File: src/rtl/pe_pkg.sv
// Shared types and constants for the PE load sequencer: FSM state encoding,
// GLB stream select codes, default PE config field widths and phase ordering.
package pe_pkg;

  typedef enum logic [2:0] {
    ST_IDLE   = 3'd0,
    ST_CFG    = 3'd1,
    ST_FILTER = 3'd2,
    ST_IFMAP  = 3'd3,
    ST_IPSUM  = 3'd4,
    ST_DRAIN  = 3'd5,
    ST_DONE   = 3'd6
  } pe_state_e;

  localparam logic [1:0] SRC_SEL_FILTER = 2'd0;
  localparam logic [1:0] SRC_SEL_IFMAP  = 2'd1;
  localparam logic [1:0] SRC_SEL_IPSUM  = 2'd2;
  localparam logic [1:0] SRC_SEL_NONE   = 2'd3;

  localparam int DEF_CONFIG_Q_BIT = 2;
  localparam int DEF_CONFIG_P_BIT = 5;
  localparam int DEF_CONFIG_U_BIT = 4;
  localparam int DEF_CONFIG_S_BIT = 4;
  localparam int DEF_CONFIG_F_BIT = 12;
  localparam int DEF_CONFIG_W_BIT = 12;

  // First stream phase after cur whose beat count is nonzero; DRAIN when none remain.
  function automatic pe_state_e next_phase(input pe_state_e cur, input logic nz_f,
                                           input logic nz_i, input logic nz_p);
    next_phase = ST_DRAIN;
    if (cur == ST_CFG && nz_f)
      next_phase = ST_FILTER;
    else if ((cur == ST_CFG || cur == ST_FILTER) && nz_i)
      next_phase = ST_IFMAP;
    else if (cur != ST_IPSUM && nz_p)
      next_phase = ST_IPSUM;
  endfunction

endpackage

File: src/rtl/pe_beat_counter.sv
// Saturating beat counter with compare-equal flags: last when one beat remains
// before the limit, full when the limit has been reached.
module pe_beat_counter #(
  parameter int CNT_BIT = 16
) (
  input  logic               clk,
  input  logic               rst,
  input  logic               i_clear,
  input  logic               i_inc,
  input  logic [CNT_BIT-1:0] i_limit,
  output logic [CNT_BIT-1:0] o_count,
  output logic               o_last,
  output logic               o_full
);

  localparam logic [CNT_BIT-1:0] ONE = {{(CNT_BIT-1){1'b0}}, 1'b1};

  logic [CNT_BIT-1:0] r_count;

  always_ff @(posedge clk or negedge rst) begin
    if (!rst)
      r_count <= '0;
    else if (i_clear)
      r_count <= '0;
    else if (i_inc && !o_full)
      r_count <= r_count + ONE;
  end

  assign o_count = r_count;
  assign o_full  = (r_count == i_limit);
  assign o_last  = (r_count == (i_limit - ONE));

endmodule

File: src/rtl/pe_load_sequencer.sv
// Per-PE load controller: programs the PE config, streams filter/ifmap/ipsum beats
// from the shared GLB read stream into the PE, and forwards PE opsum beats to the GLB.
module pe_load_sequencer
  import pe_pkg::*;
#(
  parameter int DATA_SIZE    = 8,
  parameter int FILTER_NUM   = 4,
  parameter int CNT_BIT      = 16,
  parameter int CONFIG_Q_BIT = DEF_CONFIG_Q_BIT,
  parameter int CONFIG_P_BIT = DEF_CONFIG_P_BIT,
  parameter int CONFIG_U_BIT = DEF_CONFIG_U_BIT,
  parameter int CONFIG_S_BIT = DEF_CONFIG_S_BIT,
  parameter int CONFIG_F_BIT = DEF_CONFIG_F_BIT,
  parameter int CONFIG_W_BIT = DEF_CONFIG_W_BIT
) (
  input  logic                            clk,
  input  logic                            rst,
  input  logic                            start,
  input  logic [CONFIG_Q_BIT-1:0]         cfg_q,
  input  logic [CONFIG_P_BIT-1:0]         cfg_p,
  input  logic [CONFIG_U_BIT-1:0]         cfg_U,
  input  logic [CONFIG_S_BIT-1:0]         cfg_S,
  input  logic [CONFIG_F_BIT-1:0]         cfg_F,
  input  logic [CONFIG_W_BIT-1:0]         cfg_W,
  input  logic [CNT_BIT-1:0]              n_filter,
  input  logic [CNT_BIT-1:0]              n_ifmap,
  input  logic [CNT_BIT-1:0]              n_ipsum,
  input  logic [CNT_BIT-1:0]              n_opsum,
  output logic                            busy,
  output logic                            done,
  output logic [1:0]                      src_sel,
  input  logic                            src_valid,
  input  logic [FILTER_NUM*DATA_SIZE-1:0] src_data,
  output logic                            src_ready,
  output logic                            snk_valid,
  output logic [DATA_SIZE-1:0]            snk_data,
  input  logic                            snk_ready,
  output logic                            set_info,
  output logic [CONFIG_Q_BIT-1:0]         config_q,
  output logic [CONFIG_P_BIT-1:0]         config_p,
  output logic [CONFIG_U_BIT-1:0]         config_U,
  output logic [CONFIG_S_BIT-1:0]         config_S,
  output logic [CONFIG_F_BIT-1:0]         config_F,
  output logic [CONFIG_W_BIT-1:0]         config_W,
  output logic [FILTER_NUM*DATA_SIZE-1:0] filter,
  output logic                            filter_enable,
  input  logic                            filter_ready,
  output logic [DATA_SIZE-1:0]            ifmap,
  output logic                            ifmap_enable,
  input  logic                            ifmap_ready,
  output logic [DATA_SIZE-1:0]            ipsum,
  output logic                            ipsum_enable,
  input  logic                            ipsum_ready,
  input  logic [DATA_SIZE-1:0]            opsum,
  input  logic                            opsum_enable,
  output logic                            opsum_ready,
  output pe_state_e                       dbg_state,
  output logic [CNT_BIT-1:0]              dbg_in_count,
  output logic [CNT_BIT-1:0]              dbg_op_count,
  output logic [1:0]                      dbg_flags
);

  // Handshake: every stream moves one beat on a posedge where valid and ready are
  // both high; this block only steers valid/ready through, it never buffers data.

  pe_state_e r_state, w_next;

  logic [CONFIG_Q_BIT-1:0] r_cfg_q;
  logic [CONFIG_P_BIT-1:0] r_cfg_p;
  logic [CONFIG_U_BIT-1:0] r_cfg_U;
  logic [CONFIG_S_BIT-1:0] r_cfg_S;
  logic [CONFIG_F_BIT-1:0] r_cfg_F;
  logic [CONFIG_W_BIT-1:0] r_cfg_W;
  logic [CNT_BIT-1:0]      r_n_filter, r_n_ifmap, r_n_ipsum, r_n_opsum;

  logic               w_nz_f, w_nz_i, w_nz_p;
  logic               w_stream, w_active;
  logic               w_in_beat, w_in_last, w_in_full, w_in_clear;
  logic [CNT_BIT-1:0] w_in_limit, w_in_count;
  logic               w_op_beat, w_op_last, w_op_full, w_op_clear;
  logic [CNT_BIT-1:0] w_op_count;

  always_ff @(posedge clk or negedge rst) begin
    if (!rst)
      r_state <= ST_IDLE;
    else
      r_state <= w_next;
  end

  always_ff @(posedge clk or negedge rst) begin
    if (!rst) begin
      r_cfg_q    <= '0;
      r_cfg_p    <= '0;
      r_cfg_U    <= '0;
      r_cfg_S    <= '0;
      r_cfg_F    <= '0;
      r_cfg_W    <= '0;
      r_n_filter <= '0;
      r_n_ifmap  <= '0;
      r_n_ipsum  <= '0;
      r_n_opsum  <= '0;
    end else if (r_state == ST_IDLE && start) begin
      r_cfg_q    <= cfg_q;
      r_cfg_p    <= cfg_p;
      r_cfg_U    <= cfg_U;
      r_cfg_S    <= cfg_S;
      r_cfg_F    <= cfg_F;
      r_cfg_W    <= cfg_W;
      r_n_filter <= n_filter;
      r_n_ifmap  <= n_ifmap;
      r_n_ipsum  <= n_ipsum;
      r_n_opsum  <= n_opsum;
    end
  end

  assign w_nz_f   = |r_n_filter;
  assign w_nz_i   = |r_n_ifmap;
  assign w_nz_p   = |r_n_ipsum;
  assign w_stream = (r_state == ST_FILTER) || (r_state == ST_IFMAP) || (r_state == ST_IPSUM);
  assign w_active = (r_state != ST_IDLE) && (r_state != ST_DONE);

  always_comb begin
    w_in_limit = '0;
    case (r_state)
      ST_FILTER: w_in_limit = r_n_filter;
      ST_IFMAP:  w_in_limit = r_n_ifmap;
      ST_IPSUM:  w_in_limit = r_n_ipsum;
      default:   w_in_limit = '0;
    endcase
  end

  always_comb begin
    w_next        = r_state;
    src_sel       = SRC_SEL_NONE;
    src_ready     = 1'b0;
    filter        = '0;
    filter_enable = 1'b0;
    ifmap         = '0;
    ifmap_enable  = 1'b0;
    ipsum         = '0;
    ipsum_enable  = 1'b0;
    w_in_beat     = 1'b0;
    case (r_state)
      ST_IDLE: if (start) w_next = ST_CFG;
      ST_CFG:  w_next = next_phase(ST_CFG, w_nz_f, w_nz_i, w_nz_p);
      ST_FILTER: begin
        src_sel       = SRC_SEL_FILTER;
        filter        = src_data;
        filter_enable = src_valid;
        src_ready     = filter_ready;
        w_in_beat     = src_valid & filter_ready;
        if (w_in_beat && w_in_last) w_next = next_phase(ST_FILTER, w_nz_f, w_nz_i, w_nz_p);
      end
      ST_IFMAP: begin
        src_sel      = SRC_SEL_IFMAP;
        ifmap        = src_data[DATA_SIZE-1:0];
        ifmap_enable = src_valid;
        src_ready    = ifmap_ready;
        w_in_beat    = src_valid & ifmap_ready;
        if (w_in_beat && w_in_last) w_next = next_phase(ST_IFMAP, w_nz_f, w_nz_i, w_nz_p);
      end
      ST_IPSUM: begin
        src_sel      = SRC_SEL_IPSUM;
        ipsum        = src_data[DATA_SIZE-1:0];
        ipsum_enable = src_valid;
        src_ready    = ipsum_ready;
        w_in_beat    = src_valid & ipsum_ready;
        if (w_in_beat && w_in_last) w_next = ST_DRAIN;
      end
      ST_DRAIN: if (w_op_full) w_next = ST_DONE;
      ST_DONE:  w_next = ST_IDLE;
      default:  w_next = ST_IDLE;
    endcase
  end

  // The phase counter restarts at the end of every phase so each phase counts from 0.
  assign w_in_clear = !w_stream || (w_in_beat && w_in_last);

  pe_beat_counter #(.CNT_BIT(CNT_BIT)) u_in_cnt (
    .clk     (clk),
    .rst     (rst),
    .i_clear (w_in_clear),
    .i_inc   (w_in_beat),
    .i_limit (w_in_limit),
    .o_count (w_in_count),
    .o_last  (w_in_last),
    .o_full  (w_in_full)
  );

  // Opsum beats are accepted from CFG through DRAIN until n_opsum have been taken.
  assign snk_valid   = w_active & opsum_enable & ~w_op_full;
  assign opsum_ready = w_active & snk_ready & ~w_op_full;
  assign snk_data    = w_active ? opsum : '0;
  assign w_op_beat   = opsum_enable & opsum_ready;
  assign w_op_clear  = (r_state == ST_IDLE);

  pe_beat_counter #(.CNT_BIT(CNT_BIT)) u_op_cnt (
    .clk     (clk),
    .rst     (rst),
    .i_clear (w_op_clear),
    .i_inc   (w_op_beat),
    .i_limit (r_n_opsum),
    .o_count (w_op_count),
    .o_last  (w_op_last),
    .o_full  (w_op_full)
  );

  assign busy     = (r_state != ST_IDLE);
  assign done     = (r_state == ST_DONE);
  assign set_info = (r_state == ST_CFG);
  assign config_q = r_cfg_q;
  assign config_p = r_cfg_p;
  assign config_U = r_cfg_U;
  assign config_S = r_cfg_S;
  assign config_F = r_cfg_F;
  assign config_W = r_cfg_W;

  assign dbg_state    = r_state;
  assign dbg_in_count = w_in_count;
  assign dbg_op_count = w_op_count;
  assign dbg_flags    = {w_in_full, w_op_last};

endmodule

File: config.mk
export PLATFORM = sky130hd
export DESIGN_NAME = pe_load_sequencer
export DESIGN_NICKNAME = d
export VERILOG_FILES = /design/src/rtl/pe_pkg.sv /design/src/rtl/pe_beat_counter.sv /design/src/rtl/pe_load_sequencer.sv
export SDC_FILE = /design/constraint.sdc
export NUM_CORES = 1
export LEC_CHECK = 0
export CAP_MARGIN = 5
export CORE_ASPECT_RATIO = 0.6
export CORE_UTILIZATION = 45
export CTS_CLUSTER_SIZE = 40
export DETAILED_ROUTE_END_ITERATION = 7
export PLACE_DENSITY = 0.87
export SKIP_CTS_REPAIR_TIMING = 1
export SLEW_MARGIN = 10
export SYNTH_ARGS = -nofsm -noshare
export SYNTH_HDL_FRONTEND = slang
export SYNTH_SLANG_ARGS = --single-unit
File: constraint.sdc
create_clock -name clk -period 4.8 [get_ports clk]
set_input_delay 0.96 -clock clk [delete_from_list [all_inputs] [get_ports clk]]
set_output_delay 0.96 -clock clk [all_outputs]
set_load 0.01 [all_outputs]
==> results.json <==
{
  "syn_area_um2": 7807,
  "critPathCapture": "dbg_flags[1]",
  "synth_top_area_cell": "dfrtp_1",
  "viasPerCell": 5.505,
  "hpwl_mm": 19.36,
  "period_needed_ns": 4.534,
  "grt_use_total_pct": 27.72,
  "die_h_um": 104.0,
  "io_pins": 295,
  "outcome": "completed",
  "critPathLaunchType": "flip-flop",
  "r2r_slack_ns": 0.56,
  "drt_iter0_drc": 459,
  "wl_per_cell_um": 19.73,
  "ys_top_cells_by_count": "138 x dfrtp_1, 102 x mux2_2, 63 x nor2_1",
  "crit_start": "dbg_state[1]$_DFFE_PN0P_",
  "async_flop_share_pct": 100.0,
  "yosys_warnings": 0,
  "worstReg2RegStart": "dbg_state[1]$_DFFE_PN0P_",
  "path_class": "flip-flop to output pin",
  "power.density_nw_per_um2": 254.6,
  "synth-edff-count": 0,
  "slew_viol_final": 0,
  "cts.clk_slew.worst_paths_ns": 0.06,
  "fmax_ghz": 0.2205,
  "grt_setup_unrepaired": "false",
  "syn_inst": 737,
  "finalCritPeriodShare_pct": 94.46,
  "grt_start_max_net_pins": 90,
  "numCtsBuffers": 17,
  "grt-ovfl-total": 0,
  "final_antenna_net_count": 0,
  "antenna_found_initial": 2,
  "gp_congestion": 0.9399,
  "synth_top_area_share_pct": 44.23,
  "ff2ff_path_depth": 13,
  "cts_tree": "yes",
  "clockBufferDepth": 2,
  "fp.dieArea_um2": 17900,
  "areaGrowthSynthToFinish_pct": 47.96,
  "nets": 1171,
  "routed-via-count": 6920,
  "drv_cap": 0,
  "pre_cts_ws_ns": 0.6729,
  "clkLatencyLatePin_ns": 0.43,
  "cp_data_arrival_time_ns": 3.57,
  "ys_seq_area_share_pct": 44.23,
  "drt-total-wl_mm": 24.80,
  "holdPathStages": 1,
  "fin_tns_setup_ns": 0,
  "synthTopCellsByArea": "dfrtp_1 44%, mux2_2 15%, xnor2_1 4.4%, and3_1 4.0%, xor2_1 3.8%",
  "ir_worst_vdd_v": 0.0001651,
  "finClkSkew_ns": 0.01120,
  "tightest_slew_ns": 0.8264,
  "worstPathRequired_ns": 3.84,
  "firstDrtPassIters": 6,
  "syn_area_per_cell_um2": 10.59,
  "finalHoldViolCount": 0,
  "end_kind": "output pin",
  "power_leakage_nw": 5.222,
  "clockRootBuffer": "clkbuf_16",
  "ys.flop_type": "dfrtp_1",
  "grt_pass1_vias": 6872,
  "syn_nets": 893,
  "drive_gt1_share_pct": 16.05,
  "synth_cell_type_count": 63,
  "relSlewSlack_pct": 44.91,
  "grt_first_pass_wirelength_mm": 37.72,
  "critPathMaxFanout": 14,
  "yosys.cell_count.top_type": "dfrtp_1",
  "io_buffers": 294,
  "drc": 0,
  "placementRows": 36,
  "htree_levels": 4,
  "cts.sinks": 138,
  "hold_class": "flip-flop to flip-flop",
  "start_util_pct": 47.10,
  "core-area_um2": 16580,
  "r2r-end": "dbg_state[2]$_DFFE_PN0P_",
  "ys_seq_elements": 138,
  "fp.dieW_um": 172.1,
  "setup_viol": 0,
  "layout_setup_ws_ns": 0.2657
}
## per-layer routing
layer	vias to the layer above	routed length, um	track usage (%)
met4	0	716	10.37
met5	-	0	0
met1	3372	10130	34.36
li1	3207	-	-
met2	299	11550	44.84
met3	42	2397	8.904
## cell type report
class | count | area, um2
diodes | 1 | 2.502
clock buffers | 20 | 456.7
clock inverters | 12 | 162.7
fillers | 1257 | 5024
inverters | 18 | 70.07
multi-input cells | 534 | 4074
flip-flops and latches | 138 | 3455
well taps | 228 | 285.3
repair buffers | 306 | 3047
## flip-flops by register name, indices dropped and copies added, names as in the netlist
signal            cells
config_F             12
config_S              4
config_U              4
config_W             12
config_p              5
config_q              2
dbg_state             3
r_n_filter           16
r_n_ifmap            16
r_n_ipsum            16
r_n_opsum            16
u_in_cnt.o_count     16
u_op_cnt.o_count     16
## kinds of logic after synthesis
group,count (synthesis),share of synthesized area [%]
simple gates,257,18.21
flops,138,44.23
mux,121,17.15
compound gates,79,7.805
xor+xnor,73,8.189
buf+inv,65,3.782
fa+ha+maj,4,0.6411
## critical path, cell delays in order, from the launching register on
cell and delay [ns]:
dfrtp_1 0.54, nor3b_2 0.74, o2bb2ai_1 0.33, xor2_1 0.21, nor4_1 0.41, nand4b_1 0.18
nor2_1 0.16, clkdlybuf4s50_1 0.57
## how the worst min path moves through the flow
stage                                    end                     start  slack (ns)
finish               config_F[8]$_DFFE_PN0P_   config_F[8]$_DFFE_PN0P_        0.51
global route         config_F[4]$_DFFE_PN0P_   config_F[4]$_DFFE_PN0P_        0.52
CTS                  config_F[8]$_DFFE_PN0P_   config_F[8]$_DFFE_PN0P_        0.51
detailed placement   config_S[3]$_DFFE_PN0P_   config_S[3]$_DFFE_PN0P_        0.49
global placement     config_F[5]$_DFFE_PN0P_   config_F[5]$_DFFE_PN0P_        0.49
floorplan           r_n_ifmap[2]$_DFFE_PN0P_  r_n_ifmap[2]$_DFFE_PN0P_        0.50
## where the power goes
group / switching (W) / internal, W
Sequential: 0.0000522 / 0.00119
Combinational: 0.000116 / 0.000201
Clock: 0.000534 / 0.000853
## cells in the final DEF (no fill, tap or decap), types with 3 or more instances in the layout
cell	netlist	layout
nor2b_1	5	4
mux2i_1	19	19
clkbuf_16	0	17
and3_1	50	50
a41oi_1	3	3
nand3b_1	3	3
mux2_2	102	102
o211ai_1	4	4
o21ai_0	18	18
buf_4	4	11
xnor2_1	39	39
dfrtp_1	138	137
nand4_1	9	9
nor2_1	63	63
ha_1	4	4
nand2_1	25	25
xor2_1	34	34
and4_1	6	6
nand3_1	18	18
o2bb2ai_1	12	12
a21oi_1	9	9
a211oi_1	4	4
inv_1	17	17
or3_1	4	4
clkdlybuf4s50_1	0	293
and2_1	19	18
nor3_1	17	16
nor4_1	21	21
clkinv_4	0	3
bufinv_16	0	3
## stage by stage
step / hold slack (ns) / instances / power [W] / instance area (um2) / utilization [%]
after floorplan: 0.4995 / 737 / 0.001341 / 7807 / -
after global placement: 0.4892 / 1224 / 0.001565 / 10930 / 65.94
after detailed placement: 0.4949 / 1224 / 0.001573 / 10930 / 65.94
after CTS: 0.5083 / 1256 / 0.002960 / 11550 / 69.68
after global routing: 0.5186 / 1257 / 0.003044 / 11550 / 69.69
final: 0.5053 / 1257 / 0.002941 / 11550 / 69.69
(Power assumes the default switching activity.)
